File: config.mk
export PLATFORM = sky130hd
export DESIGN_NAME = wb128_inst_responder
export DESIGN_NICKNAME = d
export VERILOG_FILES = /design/src/rtl/wb128_pkg.sv /design/src/rtl/rdy_delay_counter.sv /design/src/rtl/wb128_inst_responder.sv
export SDC_FILE = /design/constraint.sdc
export NUM_CORES = 1
export LEC_CHECK = 0
export BUFFER_PORTS_ARGS = -buffer_cell sky130_fd_sc_hd__buf_2
export CAP_MARGIN = 30
export CORE_AREA = 2 2 202 204
export CTS_BUF_LIST = sky130_fd_sc_hd__clkbuf_4 sky130_fd_sc_hd__clkbuf_8 sky130_fd_sc_hd__clkbuf_16
export CTS_CLUSTER_DIAMETER = 30
export DETAILED_ROUTE_END_ITERATION = 10
export DIE_AREA = 0 0 204 206
export PLACE_DENSITY = 0.52
export SETUP_SLACK_MARGIN = 0.02
export SYNTH_ARGS = -nofsm -noshare
export SYNTH_HDL_FRONTEND = slang
export SYNTH_SLANG_ARGS = --single-unit
File: constraint.sdc
create_clock -name i_clk -period 11.6 [get_ports i_clk]
set_clock_uncertainty 0.1 [all_clocks]
set_input_delay 1.16 -clock i_clk [delete_from_list [all_inputs] [get_ports i_clk]]
set_output_delay 1.16 -clock i_clk [all_outputs]
set_load 0.05 [all_outputs]
File: src/rtl/wb128_pkg.sv
// Shared constants, request bundle and termination-state type for the 128-bit
// Wishbone instruction responder.
package wb128_pkg;

   localparam int unsigned WB_DW = 128;
   localparam int unsigned WB_AW = 32;
   localparam int unsigned WB_SW = WB_DW / 8;

   localparam logic [31:0] FILL_WORD_DEFAULT = 32'hF0081003;

   typedef struct packed {
      logic [WB_AW-1:0] adr;
      logic [WB_SW-1:0] sel;
      logic             we;
      logic [WB_DW-1:0] dat;
   } wb_req_t;

   typedef enum logic [1:0] {
      TermIdle,
      TermAck,
      TermErr
   } term_state_e;

   // Read beat: the instruction sits in lane 0, filler occupies lanes 1-3.
   function automatic logic [WB_DW-1:0] read_beat(input logic [31:0] fill,
                                                   input logic [31:0] lane0);
      return {fill, fill, fill, lane0};
   endfunction

endpackage

File: src/rtl/rdy_delay_counter.sv
// Raises system_rdy on the RDY_DELAY-th clock edge after reset release and
// holds it until the next reset.
module rdy_delay_counter
   import wb128_pkg::*;
#(
   parameter int unsigned RDY_DELAY = 10
) (
   input  logic clk,
   input  logic rst,
   output logic system_rdy
);

   localparam logic [7:0] LAST_COUNT = 8'(RDY_DELAY - 1);

   logic [7:0] count_q, count_d;
   logic       rdy_q, rdy_d;

   always_comb begin
      count_d = count_q;
      rdy_d   = rdy_q;
      if (!rdy_q) begin
         count_d = count_q + 8'd1;
         if (count_q == LAST_COUNT) begin
            rdy_d = 1'b1;
         end
      end
   end

   always_ff @(posedge clk or posedge rst) begin
      if (rst) begin
         count_q <= 8'd0;
         rdy_q   <= 1'b0;
      end else begin
         count_q <= count_d;
         rdy_q   <= rdy_d;
      end
   end

   assign system_rdy = rdy_q;

endmodule

File: src/rtl/wb128_inst_responder.sv
// Wishbone B3 slave standing in for system memory: serves one held instruction
// per read, captures writes for a monitor and drives the core's side-band inputs.
module wb128_inst_responder
   import wb128_pkg::*;
#(
   parameter logic [31:0] FILL_WORD = FILL_WORD_DEFAULT,
   parameter int unsigned RDY_DELAY = 10
) (
   input  logic             i_clk,
   input  logic             i_rst,
   input  logic [31:0]      i_inst,
   input  logic             i_inst_valid,
   output logic             o_inst_ready,
   input  logic [WB_AW-1:0] i_wb_adr,
   input  logic [WB_SW-1:0] i_wb_sel,
   input  logic             i_wb_we,
   input  logic [WB_DW-1:0] i_wb_dat,
   output logic [WB_DW-1:0] o_wb_dat,
   input  logic             i_wb_cyc,
   input  logic             i_wb_stb,
   output logic             o_wb_ack,
   output logic             o_wb_err,
   output logic             o_wr_valid,
   output logic [WB_AW-1:0] o_wr_adr,
   output logic [WB_SW-1:0] o_wr_sel,
   output logic [WB_DW-1:0] o_wr_dat,
   output logic             o_irq,
   output logic             o_firq,
   output logic             o_system_rdy
);

   wb_req_t bus;

   term_state_e      state_q, state_d;
   logic             inst_ready_q, inst_ready_d;
   logic [31:0]      inst_q, inst_d;
   logic [WB_DW-1:0] rd_dat_q, rd_dat_d;
   logic             wr_valid_q, wr_valid_d;
   logic [WB_AW-1:0] wr_adr_q, wr_adr_d;
   logic [WB_SW-1:0] wr_sel_q, wr_sel_d;
   logic [WB_DW-1:0] wr_dat_q, wr_dat_d;
   logic             irq_q, firq_q;

   logic full;
   logic req;
   logic inst_load;

   assign bus = '{adr: i_wb_adr, sel: i_wb_sel, we: i_wb_we, dat: i_wb_dat};

   assign full      = ~inst_ready_q;
   // A termination in flight masks the bus, so a held stb re-requests only after it drops.
   assign req       = i_wb_cyc & i_wb_stb & (state_q == TermIdle);
   assign inst_load = i_inst_valid & inst_ready_q;

   always_comb begin
      state_d      = TermIdle;
      inst_ready_d = inst_ready_q;
      inst_d       = inst_q;
      rd_dat_d     = rd_dat_q;
      wr_valid_d   = 1'b0;
      wr_adr_d     = wr_adr_q;
      wr_sel_d     = wr_sel_q;
      wr_dat_d     = wr_dat_q;

      if (inst_load) begin
         inst_d       = i_inst;
         inst_ready_d = 1'b0;
      end

      if (req) begin
         if (bus.sel == '0) begin
            state_d = TermErr;
         end else begin
            state_d = TermAck;
            if (bus.we) begin
               wr_valid_d = 1'b1;
               wr_adr_d   = bus.adr;
               wr_sel_d   = bus.sel;
               wr_dat_d   = bus.dat;
            end else begin
               rd_dat_d = read_beat(FILL_WORD, full ? inst_q : FILL_WORD);
               // Consume only when full; a load can only happen when empty.
               if (full) begin
                  inst_ready_d = 1'b1;
               end
            end
         end
      end
   end

   always_ff @(posedge i_clk or posedge i_rst) begin
      if (i_rst) begin
         state_q      <= TermIdle;
         inst_ready_q <= 1'b1;
         inst_q       <= 32'd0;
         rd_dat_q     <= {4{FILL_WORD}};
         wr_valid_q   <= 1'b0;
         wr_adr_q     <= '0;
         wr_sel_q     <= '0;
         wr_dat_q     <= '0;
         irq_q        <= 1'b0;
         firq_q       <= 1'b0;
      end else begin
         state_q      <= state_d;
         inst_ready_q <= inst_ready_d;
         inst_q       <= inst_d;
         rd_dat_q     <= rd_dat_d;
         wr_valid_q   <= wr_valid_d;
         wr_adr_q     <= wr_adr_d;
         wr_sel_q     <= wr_sel_d;
         wr_dat_q     <= wr_dat_d;
         irq_q        <= 1'b0;
         firq_q       <= 1'b0;
      end
   end

   rdy_delay_counter #(
      .RDY_DELAY(RDY_DELAY)
   ) u_rdy_delay_counter (
      .clk       (i_clk),
      .rst       (i_rst),
      .system_rdy(o_system_rdy)
   );

   assign o_inst_ready = inst_ready_q;
   assign o_wb_ack     = (state_q == TermAck);
   assign o_wb_err     = (state_q == TermErr);
   assign o_wb_dat     = rd_dat_q;
   assign o_wr_valid   = wr_valid_q;
   assign o_wr_adr     = wr_adr_q;
   assign o_wr_sel     = wr_sel_q;
   assign o_wr_dat     = wr_dat_q;
   assign o_irq        = irq_q;
   assign o_firq       = firq_q;

endmodule

==> results by group, run 1 <==
Synthesis
  • Top-area cell type share of the netlist area: 57.8%
  • Count of synthesis-stage warnings from yosys: 0
  • Main area contributors after synthesis: sky130_fd_sc_hd__dfrtp_1 58%, sky130_fd_sc_hd__mux2_2 23%, sky130_fd_sc_hd__buf_4 7.0%
  • Main combinational cell family by area after synthesis: multiplexers
  • Synthesis-stage register bit count: 253
  • Async set-reset flop share out of synthesis: 100%
  • Fraction of the mapped netlist area in adder cells: 0.237%
  • Multiplexer fraction of the synthesized cell area: 25.3%
  • Cell variety after synth: 32
  • Sequential fraction of the synthesis area: 60.0%
  • Synthesized area per cell: 14.9 µm²
  • Share of the synthesized netlist area taken by xor and xnor gates: 0.580%
  • Synth Cell Area: 10,600 µm²
  • Number of enable-type register cells in the synthesized netlist: 0
  • Simple logic cell fraction of the synthesized area: 3.21%
  • Number of instances in the synthesized netlist: 707
  • Post-synthesis compound-gate area fraction: 1.02%
  • Synth Flop Type: sky130_fd_sc_hd__dfrtp_1
  • Library cell occupying the most area in the post-synthesis netlist: sky130_fd_sc_hd__dfrtp_1

STA
  • Sum of negative setup slack: 0 ns
  • Hold Fails Final Rpt: 0
  • Unrepaired setup endpoints after global routing: no
  • Final critical delay including setup and external delays: 3.23 ns
  • Number of failing setup endpoints in the final timing report: 0
  • Final Max Tran Viols: 0
  • Final Cycle Share: 27.8%
  • Highest attainable clock frequency: 310 MHz
  • Max-slew headroom at the worst pin: 39.0%
  • Transition time of the tightest slew-check pin: 0.916 ns

Cells and area
  • Multi-input logic area: 3570 µm²
  • Filler cells: 3,897
  • Area Overhead vs Synth: 47.0%
  • Commonest cells after routing, fill and taps aside: 426 x sky130_fd_sc_hd__buf_2, 244 x sky130_fd_sc_hd__dfrtp_1, 219 x sky130_fd_sc_hd__mux2_2
  • Proportion of layout cells with a drive suffix above 1: 65.5%
  • Nets@finish: 1,400
  • Area of all placed cells without fillers: 15,500 µm²
  • Combined flip-flop and latch cell area: 6340 µm²
  • Most common cell after layout, fill and taps aside: sky130_fd_sc_hd__buf_2

Worst setup path
  • Buffers & Inverters on Critical Path: 1
  • Worst Path Class, Setup: reg2out
  • Data required, critical path: 10.34 ns
  • Setup crit end kind: primary output
  • Setup slack of the worst register-to-register path: 8.61 ns
  • Cell chain of the critical path: buf_2
  • Delay-heaviest family, CP: flip-flops
  • Worst path arrival time: 1.97 ns
  • Highest fanout seen on the critical path: 35
  • Cell count along the critical path: 1
  • CP peak stage delay: 1.00 ns
  • FF-to-FF Start: state_q[1]
  • R2R cell count: 7
  • First element of the critical path: o_inst_ready
  • Reg-to-Reg End: o_wr_dat[67]
  • Timing endpoint of the critical path: o_inst_ready
  • Startpoint types: register
  • Critical path's slowest cell: sky130_fd_sc_hd__dfstp_2

Pwr
  • Switching portion of total power: 35.5%
  • Power share of the combinational group: 27.1%
  • Power density cells: 292 nW/µm²
  • Sequential share of power: 26.5%
  • Internal cell power: 2.92 mW
  • Max VDD drop: 0.000144 V
  • Switching power: 1.61 mW
  • Reported leakage power: 7.63 nW
  • Relative contribution of the clock network to total power: 46.4%

Clocking
  • Hold-fix buffers, CTS: 0
  • Clock edge transition at the registers on the reported setup and hold paths: 0.04 ns
  • CTS H-Tree Depth: 3
  • Worst skew pair latency: 0.57 ns
  • Clock Sink Count: 253
  • Total clock buffers created by CTS: 75
  • TritonCTS clock tree: done
  • Resized cells post-CTS: 0
  • Buffer type at the clock tree root: sky130_fd_sc_hd__clkbuf_16
  • Count of buffers added by post-CTS timing repair for setup: 0
  • Clk buf depth: 3

Detailed routing
  • Post-detailed-route wirelength per cell: 15.6 µm
  • Total wire length: 27,800 µm
  • Violation count after the first detailed-route iteration: 212
  • Drt pass-1 iters: 4
  • Residual DRC count: 0
  • Via Count: 7,053
  • Detail Route Antenna Nets: 0
  • Vias per std cell: 3.97

Die
  • Core box area: 40,200 µm²
  • Starting density of the core: 26.3%
  • Die outline area: 42,000 µm²
  • Row cnt: 74
  • Height of the chip: 206 µm
  • I/O pin count: 525
  • Die boundary width: 204 µm

Global route
  • Antenna violations before repair: 2
  • Highest-utilization routing layer at the global route stage: met2
  • Fraction of met1 tracks used by global routing: 14.4%
  • Total gr overflow: 0
  • Met3 Usage GRT: 5.46%
  • Largest net degree at the start of global routing: 118
  • Overall track demand over capacity in global routing: 12.8%
  • Met2 track utilization from global routing: 21.1%
  • Global-route wire length before repair: 41,600 µm
  • Vias in the first global route: 7,339

Flow run
  • Max-cap violations: 0

Place
  • Placement-stage cell area: 12,800 µm²
  • Gp weighted congestion: 0.760
  • Detailed placement HPWL: 19,700 µm
  • Port Buf Inserts: 426

Worst hold path
  • Worst min path class: reg2reg

Outcome
  • Outcome: complete, no violations
==> worst min-delay path by stage <==
| stage | startpoint | end | slack (ns) | depth (start not counted) |
|---|---|---|---|---|
| finish | u_rdy_delay_counter.count_q[7] | u_rdy_delay_counter.count_q[7] | 0.38 | 1 |
| global route | u_rdy_delay_counter.count_q[7] | u_rdy_delay_counter.count_q[7] | 0.40 | 1 |
| CTS | u_rdy_delay_counter.count_q[7] | u_rdy_delay_counter.count_q[7] | 0.38 | 1 |
| floorplan | u_rdy_delay_counter.count_q[7] | u_rdy_delay_counter.count_q[7] | 0.35 | 1 |
| global placement | o_wr_dat[58] | o_wr_dat[58] | 0.36 | 1 |
| detailed placement | u_rdy_delay_counter.count_q[7] | u_rdy_delay_counter.count_q[7] | 0.37 | 1 |
==> cells in the mapped netlist (2+ instances only) <==
library cell                 n
sky130_fd_sc_hd__conb_1      2
sky130_fd_sc_hd__mux2_4     11
sky130_fd_sc_hd__nor2b_1    26
sky130_fd_sc_hd__mux2i_1     2
sky130_fd_sc_hd__nor4_1      4
sky130_fd_sc_hd__buf_2       6
sky130_fd_sc_hd__dfrtp_1   244
sky130_fd_sc_hd__mux2_1      2
sky130_fd_sc_hd__dfstp_2     9
sky130_fd_sc_hd__clkbuf_1    7
sky130_fd_sc_hd__buf_1       3
sky130_fd_sc_hd__o21ai_0     8
sky130_fd_sc_hd__buf_6      17
sky130_fd_sc_hd__buf_4      98
sky130_fd_sc_hd__xnor2_1     5
sky130_fd_sc_hd__mux2_2    219
sky130_fd_sc_hd__nand3_1     3
sky130_fd_sc_hd__nor2_1     13
sky130_fd_sc_hd__inv_1       3
sky130_fd_sc_hd__ha_1        2
sky130_fd_sc_hd__o31ai_1     8
sky130_fd_sc_hd__xor2_1      2
sky130_fd_sc_hd__nand2_1     4
==> metrics by stage <==
stage                     util (%)  hold slack, ns  worst slack (ns)  power, mW  instances
final                         38.6           0.376              8.37       4.53       1778
after global routing          38.6           0.398              8.22       4.73       1777
after CTS                     38.6           0.377              8.20       4.60       1776
after detailed placement      31.9           0.370              7.57       2.45       1638
after global placement        31.8           0.365              7.48       2.44       1637
after floorplan                  -           0.346              3.40       2.17        803
==> flip-flops by register name, summed over array words and instances (netlist names), 2 cells and up <==
name and count:
state_q 2, o_wr_adr 32, o_wr_sel 16, u_rdy_delay_counter.count_q 8, o_wr_dat 128, inst_q 32, o_wb_dat 32
==> power groups by stage <==
stage	sequential (mW)	clock [mW]	combinational (mW)
4_1_cts	1.21	2.15	1.24
3_3_place_gp	1.21	0	1.23
2_1_floorplan	1.83	0	0.337
5_1_grt	1.23	2.21	1.29
3_5_place_dp	1.22	0	1.24
6_report	1.20	2.10	1.23
==> routing by layer <==
layer / share of wire [%] / vias to the layer above
li1: - / 3233
met1: 39 / 3471
met2: 49 / 299
met3: 9.2 / 48
met4: 2.4 / 2
met5: 0.050 / -
==> cell type report <==
class                   instances  share of cell area [%]
flip-flops and latches        253                    40.8
multi-input cells             416                    23.0
diodes                          1                  0.0161
clock inverters                37                    3.46
inverters                       3                   0.121
repair buffers                435                    14.4
clock buffers                 101                    13.8
well taps                     532                    4.29
==> logic make-up after synthesis <==
kind of cell | after synthesis
AOI/OAI and AO/OA | 17
xor gates and xnor gates | 7
adders and majority gates | 2
buffers and inverters | 134
DFF | 253
muxes | 234
other | 2
and+or+nand+nor | 58
Power figures use the tool's default switching activity.
==> inputs of run 2 (changes only) <==
ABC_AREA = 1   (was not set)
CORE_AREA = 2 2 201 203   (was 2 2 202 204)
DIE_AREA = 0 0 203 205   (was 0 0 204 206)
PLACE_DENSITY = 0.54   (was 0.52)
clock period = 3.1 ns   (was 11.6 ns; I/O delays follow)
==> results by group, run 2 <==
STA
  • Unrepaired setup endpoints after global routing: no
  • Sum of negative setup slack: 0 ns (unchanged)
  • Final Max Tran Viols: 0 (unchanged)
  • Max-slew headroom at the worst pin: 55.0% (+16 points)
  • Highest attainable clock frequency: 411 MHz
  • Hold Fails Final Rpt: 0 (unchanged)
  • Final critical delay including setup and external delays: 2.43 ns
  • Number of failing setup endpoints in the final timing report: 0 (unchanged)
  • Final Cycle Share: 78.4%
  • Worst hold slack across all endpoints: 0.0649 ns (-0.311 ns)
  • Transition time of the tightest slew-check pin: 0.673 ns (-0.243 ns)

Synthesis
  • Top-area cell type share of the netlist area: 54.8% (-3.0 points)
  • Number of instances in the synthesized netlist: 1,202 (+70%)
  • Cell variety after synth: 23 (-28%)
  • Number of enable-type register cells in the synthesized netlist: 0 (unchanged)
  • Count of synthesis-stage warnings from yosys: 0 (unchanged)
  • Top-count cell post-synth: sky130_fd_sc_hd__nand2_1
  • Async set-reset flop share out of synthesis: 100% (unchanged)
  • Synthesized area per cell: 9.27 µm² (-38%)
  • Synthesis-stage register bit count: 253 (unchanged)
  • Main area contributors after synthesis: sky130_fd_sc_hd__dfrtp_1 55%, sky130_fd_sc_hd__nand2_1 15%, sky130_fd_sc_hd__nand4_1 12%
  • Synth Cell Area: 11,100 µm² (+5.5%)
  • Sequential fraction of the synthesis area: 56.9% (-3.1 points)
  • Library cell occupying the most area in the post-synthesis netlist: sky130_fd_sc_hd__dfrtp_1
  • Synth Flop Type: sky130_fd_sc_hd__dfrtp_1
  • Post-synth top cells: 445 x sky130_fd_sc_hd__nand2_1, 244 x sky130_fd_sc_hd__dfrtp_1, 211 x sky130_fd_sc_hd__nand4_1

Pwr
  • Internal cell power: 10.4 mW (+260%)
  • Power share of the combinational group: 26.3% (-0.8 points)
  • Relative contribution of the clock network to total power: 46.4% (about the same)
  • Max VDD drop: 0.000452 V (+210%)
  • Reported leakage power: 9.63 nW (+26%)
  • Switching portion of total power: 35.3% (-0.21 points)
  • Sequential share of power: 27.4% (+0.9 points)
  • Switching power: 5.66 mW (+250%)
  • Power density cells: 891 nW/µm² (+210%)

Place
  • Detailed placement HPWL: 24,500 µm (+24%)
  • Port Buf Inserts: 426 (unchanged)
  • Gp weighted congestion: 0.817 (+7.4%)
  • Placement-stage cell area: 13,400 µm² (+5.0%)

Detailed routing
  • Met2 routed WL: 19,000 µm (+39%)
  • Drt pass-1 iters: 5 (+1)
  • Post-detailed-route wirelength per cell: 16.0 µm (+2.0%)
  • Violation count after the first detailed-route iteration: 626 (+200%)
  • Vias per std cell: 4.45 (+12%)
  • Total wire length: 38,500 µm (+39%)
  • Met1 Wirelength: 15,800 µm (+45%)
  • Highest signal layer in the routed design: met5
  • Routed length on met3: 2720 µm (+6.7%)
  • Residual DRC count: 0 (unchanged)
  • Detail Route Antenna Nets: 0 (unchanged)
  • Via Count: 10,700 (+52%)

Global route
  • Largest net degree at the start of global routing: 122 (+3.4%)
  • Global-route wire length before repair: 59,200 µm (+42%)
  • Antenna violations before repair: 5 (+3)
  • Vias in the first global route: 10,900 (+49%)
  • Total gr overflow: 0 (unchanged)
  • Overall track demand over capacity in global routing: 17.9% (+5.0 points)

Worst setup path
  • Setup slack of the worst register-to-register path: 0.99 ns (-7.62 ns)
  • Worst path arrival time: 2.81 ns (+0.84 ns)
  • Startpoint types: primary input
  • CP peak stage delay: 0.54 ns (-0.46 ns)
  • Critical Path Most Common Cell: sky130_fd_sc_hd__nand2_1
  • R2R cell count: 6 (-1)
  • Highest fanout seen on the critical path: 121 (+250%)
  • Cell chain of the critical path: dlygate4sd3_1 -> buf_2 -> nor2_1 -> nand2_1 -> nor2_1 -> nand2_8 -> nand3_4 -> buf_12 -> nand2_1 -> nand2_1
  • Data required, critical path: 3.48 ns (-6.86 ns)
  • Reg-to-Reg End: o_wr_dat[57]
  • FF-to-FF Start: state_q[1]
  • Critical path's slowest cell: sky130_fd_sc_hd__dlygate4sd3_1
  • Setup crit end kind: register
  • Worst Path Class, Setup: in2reg

Clocking
  • Clock Sink Count: 253 (unchanged)
  • Count of buffers added by post-CTS timing repair for setup: 0 (unchanged)
  • Worst skew pair latency: 0.55 ns (-0.02 ns)
  • CTS H-Tree Depth: 3 (unchanged)
  • Clk buf depth: 3 (unchanged)
  • Buffer type at the clock tree root: sky130_fd_sc_hd__clkbuf_16
  • Total clock buffers created by CTS: 68 (-9.3%)
  • Hold-fix buffers, CTS: 210 (+210)
  • TritonCTS clock tree: done
  • Clock edge transition at the registers on the reported setup and hold paths: 0.04 ns (about the same)
  • Resized cells post-CTS: 0 (unchanged)

Die
  • Row cnt: 73 (-1.4%)
  • Die outline area: 41,600 µm² (-0.97%)
  • I/O pin count: 525 (unchanged)
  • Starting density of the core: 28.3% (+2.0 points)
  • Die boundary width: 203 µm (-0.49%)
  • Height of the chip: 205 µm (-0.49%)
  • Core box area: 39,400 µm² (-2.0%)

Worst hold path
  • Capture endpoint of the worst hold path: o_wr_dat[44]
  • Hold path depth: 3 (+2)
  • Hold Crit Start: i_wb_we
  • Worst min path class: in2reg

Cells and area
  • Area of all placed cells without fillers: 18,000 µm² (+16%)
  • Number of flip-flops in the largest register: 128 (unchanged)
  • Commonest cells after routing, fill and taps aside: 445 x sky130_fd_sc_hd__nand2_1, 425 x sky130_fd_sc_hd__buf_2, 244 x sky130_fd_sc_hd__dfrtp_1
  • Nets@finish: 2,049 (+46%)
  • Proportion of layout cells with a drive suffix above 1: 32.4% (-33 points)
  • Area Overhead vs Synth: 61.7%
  • Most common cell after layout, fill and taps aside: sky130_fd_sc_hd__nand2_1
  • Share of the core filled with cells: 45.7% (+7.1 points)

Outcome
  • Outcome: complete, no violations

Flow run
  • Max-cap violations: 0 (unchanged)
## run 2: cell count changes in the layout (fill, tap and decap cells not counted), sizes merged, moves of 15 or more
cell / previous run / this run
nand4: 0 / 211
inv: 6 / 24
mux2: 232 / 25
nand2: 4 / 446
dlygate4sd3: 0 / 210
nor2: 13 / 28
nor2b: 26 / 0
## run 2: cell families (layout without fill, tap and decap cells)
family                   Yosys count  count (layout)  share of synthesized area (%)
AO/OA/AOI/OAI                      9               9                          0.404
XOR/XNOR                           5               5                          0.393
adder cells (fa/ha/maj)            2               2                          0.225
buffers and inverters            214             803                           11.1
flip-flops                       253             253                           56.9
multiplexers                      25              25                           2.53
other                              2             101                         0.0674
AND/OR/NAND/NOR                  692             692                           28.3
## run 2: critical path, delay by kind of cell
kind	cells	cell delay (ns)
buffers and inverters	3	1.09
and+or+nand+nor	7	1.29
## run 2: per-layer routing
metal | track usage [%] | vias up
met4 | 6.57 | 4
met3 | 5.85 | 82
met2 | 29.7 | 396
li1 | - | 5122
met5 | 0 | -
met1 | 21.6 | 5144
## run 2: cell type report
cell class | instances | area [µm²]
clock inverters | 35 | 489
diodes | 3 | 7.51
repair buffers | 657 | 4520
inverters | 22 | 86.3
flip-flops and latches | 253 | 6340
fillers | 3700 | 21400
well taps | 525 | 657
clock buffers | 89 | 1960
multi-input cells | 831 | 3940
## run 2: power groups by stage
stage	logic [mW]	registers (mW)	clock network [mW]
3_5_place_dp	4.02	4.42	0
2_1_floorplan	1.10	6.36	0
6_report	4.21	4.39	7.44
3_3_place_gp	3.99	4.41	0
5_1_grt	4.46	4.48	7.80
4_1_cts	4.24	4.39	7.60
## run 2: through the flow
step,total power [mW],worst slack (ns),instances
after floorplan,7.46,-0.632,1298
after global placement,8.40,0.673,2078
after detailed placement,8.44,0.623,2078
after CTS,16.2,0.625,2412
after global routing,16.7,0.465,2415
final,16.0,0.670,2415
## run 2: how the worst max path moves through the flow
stage | start | to | slack [ns] | cells past startpoint
after detailed placement | i_wb_sel[10] | o_wr_dat[83] | 0.62 | 9
after global routing | i_wb_sel[0] | o_wr_adr[7] | 0.47 | 10
final | i_wb_sel[10] | o_wr_dat[59] | 0.67 | 10
after global placement | i_wb_sel[10] | o_wr_dat[82] | 0.67 | 9
after floorplan | i_rst | inst_q[0] | -0.63 | 1
after CTS | i_wb_sel[10] | o_wr_dat[116] | 0.63 | 10
==> inputs of run 3 (changes only) <==
clock period = 2.38 ns   (was 3.1 ns; I/O delays follow)
==> results by group, run 3 (synthesis gave the netlist of run 2 again) <==
Worst setup path
  • Worst path arrival time: 2.58 ns (-0.23 ns)
  • Data required, critical path: 2.74 ns (-0.74 ns)
  • Highest fanout seen on the critical path: 53 (-56%)
  • Cell chain of the critical path: dlygate4sd3_1 -> buf_2 -> nor2_1 -> nand2_1 -> nor2_2 -> nand2_8 -> buf_4 -> nand4_1 -> dlygate4sd3_1 -> nand2_1
  • Delay-heaviest family, CP: buffers and inverters
  • Reg-to-Reg End: o_wr_dat[48]
  • Setup slack of the worst register-to-register path: 0.26 ns (-0.73 ns)
  • R2R cell count: 6 (unchanged)
  • Startpoint types: primary input
  • Critical path's slowest cell: sky130_fd_sc_hd__dlygate4sd3_1
  • Worst Path Class, Setup: in2reg
  • Buffers & Inverters on Critical Path: 4 (+1)
  • CP peak stage delay: 0.56 ns (+0.02 ns)
  • Setup crit end kind: register
  • FF-to-FF Start: state_q[0]

Clocking
  • Total clock buffers created by CTS: 70 (+2.9%)
  • Clock edge transition at the registers on the reported setup and hold paths: 0.04 ns (about the same)
  • CTS H-Tree Depth: 3 (unchanged)
  • Clk buf depth: 3 (unchanged)
  • Worst skew pair latency: 0.57 ns (+0.02 ns)
  • Clock Sink Count: 253 (unchanged)
  • Buffer type at the clock tree root: sky130_fd_sc_hd__clkbuf_16
  • TritonCTS clock tree: done

STA
  • Unrepaired setup endpoints after global routing: no
  • Final Max Tran Viols: 0 (unchanged)
  • Hold Fails Final Rpt: 0 (unchanged)
  • Max-slew headroom at the worst pin: 43.0% (-12 points)
  • Worst path setup slack after routing: 0.158 ns (-0.512 ns)
  • Highest attainable clock frequency: 450 MHz
  • Number of failing setup endpoints in the final timing report: 0 (unchanged)
  • Final Cycle Share: 93.4%
  • Final critical delay including setup and external delays: 2.22 ns
  • Transition time of the tightest slew-check pin: 0.854 ns (+0.181 ns)
  • Sum of negative setup slack: 0 ns (unchanged)

Detailed routing
  • Via Count: 10,900 (+1.4%)
  • Detail Route Antenna Nets: 0 (unchanged)
  • Vias per std cell: 4.47 (+0.43%)
  • Post-detailed-route wirelength per cell: 16.3 µm (+2.4%)
  • Total wire length: 39,800 µm (+3.4%)
  • Violation count after the first detailed-route iteration: 654 (+4.5%)
  • Residual DRC count: 0 (unchanged)
  • Drt pass-1 iters: 5 (unchanged)

Worst hold path
  • Capture endpoint of the worst hold path: o_inst_ready
  • Hold path depth: 8 (+5)
  • Worst min path class: in2reg
  • Hold Crit Start: i_wb_sel[1]

Cells and area
  • Number of standard cells in the layout, taps in and fillers out: 2,438 (+0.95%)
  • Proportion of layout cells with a drive suffix above 1: 33.0% (+0.53 points)
  • Nets@finish: 2,074 (+1.2%)
  • Share of the core filled with cells: 46.4% (+0.67 points)
  • Most common cell after layout, fill and taps aside: sky130_fd_sc_hd__nand2_1
  • Area Overhead vs Synth: 64.0%
  • Commonest cells after routing, fill and taps aside: 445 x sky130_fd_sc_hd__nand2_1, 425 x sky130_fd_sc_hd__buf_2, 244 x sky130_fd_sc_hd__dfrtp_1
  • Number of flip-flops in the largest register: 128 (unchanged)
  • Filler cells: 3,678 (-0.59%)

Pwr
  • Max VDD drop: 0.000756 V (+67%)
  • Reported leakage power: 9.72 nW (+0.91%)
  • Power, Total: 20.7 mW (+29%)
  • Power density cells: 1140 nW/µm² (+27%)

Global route
  • Overall track demand over capacity in global routing: 18.5% (+0.65 points)
  • Antenna violations before repair: 2 (-3)
  • Largest net degree at the start of global routing: 79 (-35%)
  • Vias in the first global route: 11,100 (+1.7%)
  • Global-route wire length before repair: 60,900 µm (+2.9%)
  • Total gr overflow: 0 (unchanged)

Die
  • Row cnt: 73 (unchanged)
  • Die boundary width: 203 µm (unchanged)
  • Core box area: 39,400 µm² (unchanged)
  • Starting density of the core: 28.3% (unchanged)
  • I/O pin count: 525 (unchanged)
  • Height of the chip: 205 µm (unchanged)
  • Die outline area: 41,600 µm² (unchanged)

Flow run
  • Max-cap violations: 0 (unchanged)

Outcome
  • Outcome: complete, no violations

Place
  • Post-Place Setup Slack: 0.338 ns (-0.285 ns)
  • Post-Place Cells: 2,092 (+0.67%)
  • Gp weighted congestion: 0.869 (+6.4%)
  • Port Buf Inserts: 426 (unchanged)
  • Detailed placement HPWL: 25,800 µm (+5.3%)
-- run 3: cell types whose count changed in the layout (fill, tap and decap cells not counted), moves of 3 or more --
cell,delta
sky130_fd_sc_hd__inv_6,+4
sky130_fd_sc_hd__clkinvlp_4,+4
sky130_fd_sc_hd__clkbuf_8,-6
sky130_fd_sc_hd__buf_4,+7
sky130_fd_sc_hd__buf_12,+9
sky130_fd_sc_hd__bufinv_16,-3
sky130_fd_sc_hd__dlygate4sd3_1,+7
sky130_fd_sc_hd__clkinv_4,+10
sky130_fd_sc_hd__clkinv_2,-4
sky130_fd_sc_hd__clkbuf_4,-6
-- run 3: report_power, final --
group | internal, mW | switching, mW | leakage, nW | total, mW
clock network | 6.47 | 2.98 | 1.17 | 9.45
registers | 5.25 | 0.492 | 3.13 | 5.74
logic | 1.35 | 4.20 | 5.43 | 5.55
total | 13.1 | 7.67 | 9.72 | 20.7
-- run 3: worst max path at each step --
| stage | start | to | slack [ns] | depth (start not counted) |
|---|---|---|---|---|
| global placement | i_wb_sel[10] | o_wr_dat[94] | 0.37 | 9 |
| global route | i_wb_sel[15] | o_wr_dat[112] | 0.03 | 10 |
| floorplan | i_rst | inst_q[0] | -1.28 | 1 |
| CTS | i_wb_sel[12] | o_wr_dat[52] | 0.03 | 10 |
| detailed placement | i_wb_sel[10] | o_wr_dat[82] | 0.34 | 8 |
| finish | i_wb_sel[12] | o_wr_dat[112] | 0.16 | 10 |
-- run 3: routing by layer --
| layer | part of all wire (%) | vias to the layer above | global-route usage, % | wire [µm] |
|---|---|---|---|---|
| met2 | 50 | 433 | 31.2 | 19800 |
| li1 | - | 5168 | - | - |
| met1 | 40 | 5212 | 22.1 | 16100 |
| met4 | 3.1 | 0 | 8.08 | 1230 |
| met5 | 0 | - | 0 | 0 |
| met3 | 7.0 | 84 | 5.19 | 2770 |
-- run 3: through the flow --
| stage | hold WS, ns | cell area (µm²) |
|---|---|---|
| 6_report | 0.188 | 18300 |
| 5_1_grt | 0.244 | 18300 |
| 4_1_cts | 0.191 | 18300 |
| 3_5_place_dp | 0.353 | 13700 |
| 3_3_place_gp | 0.349 | 13700 |
| 2_1_floorplan | 0.281 | 11500 |
-- run 3: repair_timing --
| item | in CTS | in global routing |
|---|---|---|
| hold endpoints to repair | 221 | 0 |
| hold buffers | 217 | 0 |
| setup buffers | 0 | 2 |
| setup endpoints to repair | 0 | 6 |
| resized for setup | 0 | 1 |
-- run 3: worst min-delay path: stages --
cell and delay [ns]:
sky130_fd_sc_hd__buf_2 0.09, sky130_fd_sc_hd__nor2_1 0.05, sky130_fd_sc_hd__nand2_1 0.09, sky130_fd_sc_hd__nor2_2 0.09, sky130_fd_sc_hd__nand3_1 0.12, sky130_fd_sc_hd__nand2_1 0.06, sky130_fd_sc_hd__nand2_1 0.06, sky130_fd_sc_hd__nand2_1 0.05
-- run 3: layout make-up --
class	instances	area, µm²	share of cell area (%)
Antenna cell	2	5.00	0.0274
Clock buffer	77	1830	10.0
Clock inverter	48	578	3.16
Inverter	22	86.3	0.472
Multi-Input combinational cell	831	3950	21.6
Sequential cell	253	6340	34.7
Tap cell	525	657	3.59
Timing Repair Buffer	680	4830	26.4
